===== src/rtl/dram_lsu_pkg.sv =====
// Shared constants for the byte-serial load/store sequencer: size codes,
// FSM states and the fixed dram byte-mode select.
package dram_lsu_pkg;

    localparam int DW = 32;

    localparam logic [1:0] SZ_BYTE = 2'b00;
    localparam logic [1:0] SZ_HALF = 2'b01;
    localparam logic [1:0] SZ_WORD = 2'b10;
    localparam logic [1:0] SZ_RSVD = 2'b11;

    localparam logic [1:0] MEM_SEL_BYTE = 2'b10;

    typedef enum logic [1:0] {
        IDLE  = 2'd0,
        READ  = 2'd1,
        WRITE = 2'd2,
        RESP  = 2'd3
    } state_t;

    // Number of byte accesses a request of the given size needs.
    function automatic logic [2:0] size_bytes(input logic [1:0] size);
        logic [2:0] n;
        case (size)
            SZ_BYTE: n = 3'd1;
            SZ_HALF: n = 3'd2;
            default: n = 3'd4;
        endcase
        return n;
    endfunction

endpackage


===== src/rtl/dram_lsu_extend.sv =====
// Load-data extension: right-aligned assembled bytes (first byte most
// significant) plus size/unsigned flag -> 32-bit response data.
module dram_lsu_extend
    import dram_lsu_pkg::*;
(
    input  logic [DW-1:0] asm_data,
    input  logic [1:0]    size,
    input  logic          is_unsigned,
    output logic [DW-1:0] rdata
);

    logic fill_byte;
    logic fill_half;

    assign fill_byte = !is_unsigned && asm_data[7];
    assign fill_half = !is_unsigned && asm_data[15];

    always_comb begin
        rdata = '0;
        case (size)
            SZ_BYTE: rdata = {{24{fill_byte}}, asm_data[7:0]};
            SZ_HALF: rdata = {{16{fill_half}}, asm_data[15:0]};
            SZ_WORD: rdata = asm_data;
            default: rdata = '0;
        endcase
    end

endmodule


===== src/rtl/dram_lsu_seq.sv =====
// Byte-serial big-endian load/store sequencer in front of the byte-wide dram.
// Optional MISALIGN_TRAP_EN: misaligned half/word requests are rejected with RSP_ERR.
module dram_lsu_seq
    import dram_lsu_pkg::*;
#(
    parameter int AW = 10
) (
    input  logic          CLK,
    input  logic          RST,
    input  logic          REQ_VALID,
    output logic          REQ_READY,
    input  logic          REQ_WE,
    input  logic [1:0]    REQ_SIZE,
    input  logic          REQ_UNSIGNED,
    input  logic [AW-1:0] REQ_ADDR,
    input  logic [31:0]   REQ_WDATA,
    output logic          RSP_VALID,
    output logic [31:0]   RSP_RDATA,
    output logic          RSP_ERR,
    output logic [AW-1:0] MEM_ADDR,
    output logic [1:0]    MEM_SEL,
    output logic          MEM_MW,
    output logic [7:0]    MEM_WDATA,
    input  logic [7:0]    MEM_RBYTE
);

    state_t        state_reg, state_next;
    logic [2:0]    cnt_reg, cnt_next;
    logic [AW-1:0] addr_reg;
    logic [1:0]    size_reg;
    logic          uns_reg;
    logic          we_reg;
    logic          err_reg;
    logic [31:0]   wdata_reg;
    logic [31:0]   asm_reg;

    logic          accept;
    logic          req_err;
    logic [31:0]   wdata_aligned;
    logic [2:0]    nbytes;
    logic [31:0]   ext_data;

    assign REQ_READY = (state_reg == IDLE) && !RST;
    assign accept    = REQ_VALID && REQ_READY;
    assign nbytes    = size_bytes(size_reg);

    always_comb begin
        req_err = (REQ_SIZE == SZ_RSVD);
`ifdef MISALIGN_TRAP_EN
        if ((REQ_SIZE == SZ_HALF) && REQ_ADDR[0])
            req_err = 1'b1;
        if ((REQ_SIZE == SZ_WORD) && (REQ_ADDR[1:0] != 2'b00))
            req_err = 1'b1;
`endif
    end

    // Store data is left-aligned so the next outgoing byte is always [31:24].
    always_comb begin
        wdata_aligned = REQ_WDATA;
        case (REQ_SIZE)
            SZ_BYTE: wdata_aligned = {REQ_WDATA[7:0], 24'h000000};
            SZ_HALF: wdata_aligned = {REQ_WDATA[15:0], 16'h0000};
            default: wdata_aligned = REQ_WDATA;
        endcase
    end

    always_ff @(posedge CLK or posedge RST) begin
        if (RST) begin
            state_reg <= IDLE;
            cnt_reg   <= '0;
        end else begin
            state_reg <= state_next;
            cnt_reg   <= cnt_next;
        end
    end

    // READ runs one cycle longer than WRITE: the last byte issued in cycle N
    // only arrives from the registered dram read in cycle N+1.
    always_comb begin
        state_next = state_reg;
        cnt_next   = cnt_reg;
        case (state_reg)
            IDLE: begin
                if (accept) begin
                    cnt_next = '0;
                    if (req_err)
                        state_next = RESP;
                    else if (REQ_WE)
                        state_next = WRITE;
                    else
                        state_next = READ;
                end
            end
            READ: begin
                if (cnt_reg == nbytes)
                    state_next = RESP;
                else
                    cnt_next = cnt_reg + 3'd1;
            end
            WRITE: begin
                if (cnt_reg == nbytes - 3'd1)
                    state_next = RESP;
                else
                    cnt_next = cnt_reg + 3'd1;
            end
            RESP: begin
                state_next = IDLE;
            end
            default: begin
                state_next = IDLE;
            end
        endcase
    end

    always_ff @(posedge CLK or posedge RST) begin
        if (RST) begin
            addr_reg  <= '0;
            size_reg  <= SZ_BYTE;
            uns_reg   <= 1'b0;
            we_reg    <= 1'b0;
            err_reg   <= 1'b0;
            wdata_reg <= '0;
            asm_reg   <= '0;
        end else if (accept) begin
            addr_reg  <= REQ_ADDR;
            size_reg  <= REQ_SIZE;
            uns_reg   <= REQ_UNSIGNED;
            we_reg    <= REQ_WE;
            err_reg   <= req_err;
            wdata_reg <= wdata_aligned;
            asm_reg   <= '0;
        end else begin
            if ((state_reg == READ) && (cnt_reg != 3'd0))
                asm_reg <= {asm_reg[23:0], MEM_RBYTE};
            if (state_reg == WRITE)
                wdata_reg <= {wdata_reg[23:0], 8'h00};
        end
    end

    dram_lsu_extend u_extend (
        .asm_data    (asm_reg),
        .size        (size_reg),
        .is_unsigned (uns_reg),
        .rdata       (ext_data)
    );

    // Memory-side outputs decode straight from the async-reset state, so the
    // write strobe falls the instant RST rises.
    assign MEM_SEL   = MEM_SEL_BYTE;
    assign MEM_MW    = (state_reg == WRITE);
    assign MEM_ADDR  = ((state_reg == READ) || (state_reg == WRITE)) ?
                       (addr_reg + AW'(cnt_reg)) : '0;
    assign MEM_WDATA = (state_reg == WRITE) ? wdata_reg[31:24] : 8'h00;

    assign RSP_VALID = (state_reg == RESP);
    assign RSP_ERR   = RSP_VALID && err_reg;
    assign RSP_RDATA = (RSP_VALID && !we_reg && !err_reg) ? ext_data : 32'h0;

endmodule

===== config.mk =====
export PLATFORM = sky130hd
export DESIGN_NAME = dram_lsu_seq
export DESIGN_NICKNAME = d
export VERILOG_FILES = /design/src/rtl/dram_lsu_pkg.sv /design/src/rtl/dram_lsu_extend.sv /design/src/rtl/dram_lsu_seq.sv
export SDC_FILE = /design/constraint.sdc
export NUM_CORES = 1
export LEC_CHECK = 0
export BUFFER_PORTS_ARGS = -buffer_cell sky130_fd_sc_hd__buf_4
export CAP_MARGIN = 20
export CORE_UTILIZATION = 53
export CTS_CLUSTER_DIAMETER = 100
export CTS_CLUSTER_SIZE = 20
export DETAILED_ROUTE_END_ITERATION = 7
export HOLD_SLACK_MARGIN = 0.15
export PLACE_DENSITY = 0.88
export SLEW_MARGIN = 40
export SYNTH_ARGS = -nofsm -noshare
export SYNTH_HDL_FRONTEND = slang
export SYNTH_SLANG_ARGS = --single-unit
export TNS_END_PERCENT = 10

===== constraint.sdc =====
create_clock -name CLK -period 2.7 [get_ports CLK]
set_input_delay 0.27 -clock CLK [delete_from_list [all_inputs] [get_ports CLK]]
set_output_delay 0.27 -clock CLK [all_outputs]
set_load 0.02 [all_outputs]

# Yosys cells after proc, flatten, opt, wreduce, memory -nomap -nowiden
# Cells that the tools add are included.
word_totals:
  latch_bits: 0
  word_cells: 68
  mem_bits_rw: 0
  mem_count: 0
  register_bits: 84
  rom_bits: 0
op_classes:
  n_mul: 0
  mux: 20
  eq_ne: 14
  reduce_logical: 22
  n_addsub: 3
  order_cmp: 0
  div: 0
  bitwise_logic: 0
  n_shift: 0
op_table:
  columns: ["cell", "n"]
  rows:
  - ["$mux W32", 5]
  - ["$pmux W32 S3", 1]
  - ["$pmux W32 S2", 1]
  - ["$add A10 B3 Y10", 1]
  - ["$mux W10", 1]
  - ["$mux W2", 5]
  - ["$mux W3", 3]
  - ["$pmux W3 S3", 1]
  - ["$eq A2 B2 Y1 const B", 4]
  - ["$logic_and A1 B1 Y1", 8]
  - ["$mux W8", 1]
  - ["$ne A2 B2 Y1 const B", 4]
  - ["$pmux W2 S4", 1]
  - ["$eq A2 B1 Y1 const B", 3]
  - ["$eq A3 B3 Y1", 2]
  - ["$logic_not A2 Y1", 3]
  - ["$pmux W3 S2", 1]
  - ["$reduce_bool A3 Y1", 2]
  - ["$logic_not A1 Y1", 4]
  - ["$reduce_and A4 Y1", 1]
  - ["$reduce_bool A2 Y1", 2]
  - ["$add A3 B1 Y3 const B", 1]
  - ["$reduce_and A3 Y1", 1]
  - ["$sub A3 B1 Y3 const B", 1]
  - ["2 further kinds", 2]

# Longest topological paths before layout
depth:
  depth_word: 6
  ltp_mapped: 9
  ltp_nobuf: 7

# Hierarchy
# A second synthesis with hierarchy kept.
unflattened:
  hier_cells: 546
  area_unflattened_um2: 4901.0
modules_own_cells:
  columns: ["mod", "cells_per_inst", "area_each_um2", "instances", "seq_area_each_um2"]
  rows:
  - ["dram_lsu_seq", 492, 4468.0, 1, 2102.0]
  - ["dram_lsu_extend", 54, 432.9, 1, 0.0]

# Worst setup path before layout
# Ideal clock, no wire load.
synth_timing:
  path_type: "reg2out"
  startpoint: "register cnt_reg[0]"
  endpoint: "output port MEM_ADDR[6]"
  slack_ps: 527
  stages_incl_launch_ff: 7
  arrival_ps: 1903
  path_cell_list: "dfrtp_1 ha_1 fa_1 a21o_1 nand2_1 o21ai_0 a21boi_0"
synth_between:
  elab_chain_cells: 2
synth_rtl:
  columns: ["item", "line_no", "source"]
  rows:
  - ["start: declaration", "dram_lsu_seq.sv:28", "logic [2:0] cnt_reg, cnt_next;"]
  - ["start signal: assignment", "dram_lsu_seq.sv:73", "cnt_reg <= cnt_next;"]
  - ["$add A10 B3 Y10", "dram_lsu_seq.sv:152", "(addr_reg + AW'(cnt_reg)) : '0;"]
  - ["$mux W10", "dram_lsu_seq.sv:151", "assign MEM_ADDR = ((state_reg == READ) || (state_reg == WRITE)) ?"]
  - ["end: declaration", "dram_lsu_seq.sv:20", "output logic [AW-1:0] MEM_ADDR,"]
# No other way between the ends.

# Worst setup path in the final report
layout_timing:
  startpoint: "register cnt_reg[0]"
  endpoint: "output port MEM_ADDR[8]"
# The elaborated chain is that of the path after synthesis.

==> results.md <==
* Status: finished clean
* First-pass DRT Iterations at 5
* Critical path data required time at approximately 2.4 ns
* Syn nets at slightly above 600
* Setup TNS Final at 0 ns
* GP Congestion at ~0.81
* Crit Path Max Fanout at 7
* Clk root buf: clkbuf_8
* I/O Buffers at between 100 and 150
* H-tree Lvls at 3
* Final net count at ~700
* RSZ-0062 raised after global routing: false
* CTS max path bufs at 2
* Period Utilization, post-route at a little over nine tenths
* Part of the power in the clock network at 17.4%
* P_leak at slightly below 3 nW
* Iteration-0 DRC count of the detailed router at between 200 and 300
* Yosys warning total at 0
* Worst path arrival time at 2.34 ns
* FFs w/ async S/R, synth at between 90% and 100%
* Post-DR wirelength/cell at 15.5 µm
* Power per cell area at 1080 mW/mm²
* Rows at 33
* Hpwl dp at 7.85 mm
* Clock Sinks at between 80 and 90
* Synth area leaders: dfrtp_1 45%, nand2_1 11%, a21oi_1 8.0%, mux2i_1 7.9%, and2_1 3.5%
* Top Ports at between 100 and 150
* Worst Hold Slack at between 0.15 and 0.2 ns
* Initial antenna violation count at 0
* Gr ovfl total at 0
* Clock transition at path regs at around 0.09 ns
* Diodes inserted at 0
* Yosys reg bits at 84
* VDD IR max at approximately 530 µV
* Post-CTS setup buffers at 0
* Class of the worst hold path: input pin to register
* Primary FF master, synth: dfrtp_1
* Period minus WS final at 2.61 ns
* Area leader, netlist: dfrtp_1
* Post-synth EDFFs at 0
* Fillers at between 600 and 700
* NetSw at approximately 2.6 mW
* Clk_lat worst skew at ~0.36 ns
* Inserted Clock Buffers at 9
* R2R Setup Slk at ~0.37 ns
* Post-synthesis sequential area ratio at ~45%
* Vias at 4,251
* Layout cell share with drive strength beyond 1 at about a quarter
* First-pass GRT wire length at 18.5 mm
* Comb power frac at between 40 and 50%
* Starting density of the core at between 50% and 60%
* Vias per inst at about 5.7
* CP startpoint kind: register
* Detailed-route DRC error count at 0
* Fmax at between 300 and 400 MHz
* Setup violations, final at 0
* Largest net degree at the start of global routing at 46
* Vias in the first global route at ~3,900
* Max Clock Skew at approximately 0.012 ns
* Yosys top cell area share at approximately 45%
* Die height at 95.9 µm
* Relative slew slack at between 40% and 50%
* Die Area at 0.00920 mm²
* P&R area growth vs syn at 26.1%
* Kind of critical path: register to output port
* Final-report hold violation count at 0
* Synth cell types at 47
* Sequential power share at between 30% and 40%
* Mapped Area at between 0.004 and 0.005 mm²
* CTS tree: built
* Post-Syn Instances at roughly 540
* Post-Syn Area per Cell at around 8.7 µm²
* Max Cap Viol at 0
* Core footprint at ~0.0084 mm²
* CP Capture Type: output port
* Slew Viols, Final at 0
* Final WL at roughly 12 mm
* Global-route usage over all layers at a little over a quarter
* Die width at 95.9 µm
* Sw Ratio at 41.4%
* Worst-Margin Slew at 0.771 ns
* Internal power at ~3.7 mW
* DRT antenna net count at 0
## area by class of cell
class	instances	area (µm²)	area share [%]
Clock buffer	12	155	2.63
Timing Repair Buffer	132	1040	17.6
Multi-Input combinational cell	400	2340	39.7
Inverter	8	31.3	0.531
Tap cell	105	131	2.23
Clock inverter	4	95.1	1.61
Sequential cell	84	2100	35.7
## kinds of logic (layout without fill, tap and decap cells)
logic type	Yosys count	in the layout	synth area share, %
fa+ha+maj	12	12	3.37
simple gates	214	214	20.4
xor+xnor	9	9	1.98
mux	37	37	7.92
compound gates	126	126	16.0
flops	84	84	45.0
other cells	2	2	0.161
buf+inv	51	156	5.14
## worst max-delay path, cell delays in order, from the launching register on
cell and delay (ns):
dfrtp_2 0.46, ha_1 0.24, fa_1 0.41, a21o_1 0.23, and4_1 0.20, xor2_1 0.14, and2_1 0.16, buf_4 0.15
## cells in the final DEF, fill, tap and decap left out, drive strengths merged, types with 8 or more instances in the layout
| cell | synthesis | final |
|---|---|---|
| clkbuf | 21 | 12 |
| dfrtp | 84 | 84 |
| and2 | 27 | 27 |
| dlygate4sd3 | 0 | 13 |
| a31o | 8 | 8 |
| nor2 | 9 | 9 |
| nand2 | 140 | 140 |
| a211oi | 8 | 8 |
| mux2i | 37 | 37 |
| and3 | 11 | 11 |
| a221oi | 8 | 8 |
| nand3 | 13 | 13 |
| o21ai | 13 | 13 |
| buf | 22 | 119 |
| a21oi | 76 | 76 |
| ha | 11 | 11 |
## Yosys cell counts, types with 8 or more instances
| library cell | instances |
|---|---|
| and3_1 | 11 |
| buf_2 | 12 |
| a221oi_1 | 8 |
| ha_1 | 11 |
| a21oi_1 | 75 |
| nand3_1 | 13 |
| a211oi_1 | 8 |
| dfrtp_1 | 84 |
| nor2_1 | 9 |
| clkbuf_1 | 21 |
| mux2i_1 | 37 |
| a31o_2 | 8 |
| o21ai_0 | 12 |
| and2_1 | 26 |
| nand2_1 | 140 |
## per-stage QoR
step | utilization [%] | cells | total power, mW | setup slack (ns) | instance area, µm²
floorplan | - | 535 | 4.29 | 0.265 | 4680
global placement | 65.8 | 716 | 5.06 | 0.537 | 5510
detailed placement | 65.8 | 716 | 5.21 | 0.417 | 5510
CTS | 70.3 | 745 | 6.35 | 0.0751 | 5890
global route | 70.3 | 745 | 6.77 | 0.0197 | 5900
finish | 70.3 | 745 | 6.36 | 0.0909 | 5900
## what timing repair did
| item | CTS | global route |
|---|---|---|
| hold buffers | 13 | 0 |
| gates resized for setup | 0 | 2 |
| hold endpoints to repair | 51 | 0 |
| endpoints found under the setup margin | 0 | 2 |
## final timing paths
check	startpoint	to	depth (start not counted)
setup / recovery	cnt_reg[0]$_DFFE_PP0P_	MEM_ADDR[8]	7
hold / removal	MEM_RBYTE[7]	asm_reg[7]$_DFFE_PP0P_	3
setup reg to reg	state_reg[1]$_DFFE_PP0P_	uns_reg$_DFFE_PP0P_	7
hold reg to reg	addr_reg[0]$_DFFE_PP0P_	addr_reg[0]$_DFFE_PP0P_	2
max in group asynchronous	RST	asm_reg[9]$_DFFE_PP0P_	4
min in group asynchronous	RST	wdata_reg[11]$_DFFE_PP0P_	3
## routing by layer
metal  global-route usage (%)  wire [µm]
met1                     33.9       4830
met2                     44.4       5870
met3                     5.21        684
met4                     7.09        143
met5                        0          0
## power groups by stage
| stage | logic, mW | registers, mW | clock network, mW |
|---|---|---|---|
| 2_1_floorplan | 2.25 | 2.04 | 0 |
| 3_3_place_gp | 2.89 | 2.18 | 0 |
| 3_5_place_dp | 3.00 | 2.21 | 0 |
| 4_1_cts | 3.04 | 2.19 | 1.11 |
| 5_1_grt | 3.34 | 2.27 | 1.16 |
| 6_report | 3.05 | 2.20 | 1.11 |
Note: power is estimated with default switching activity, not from simulation.
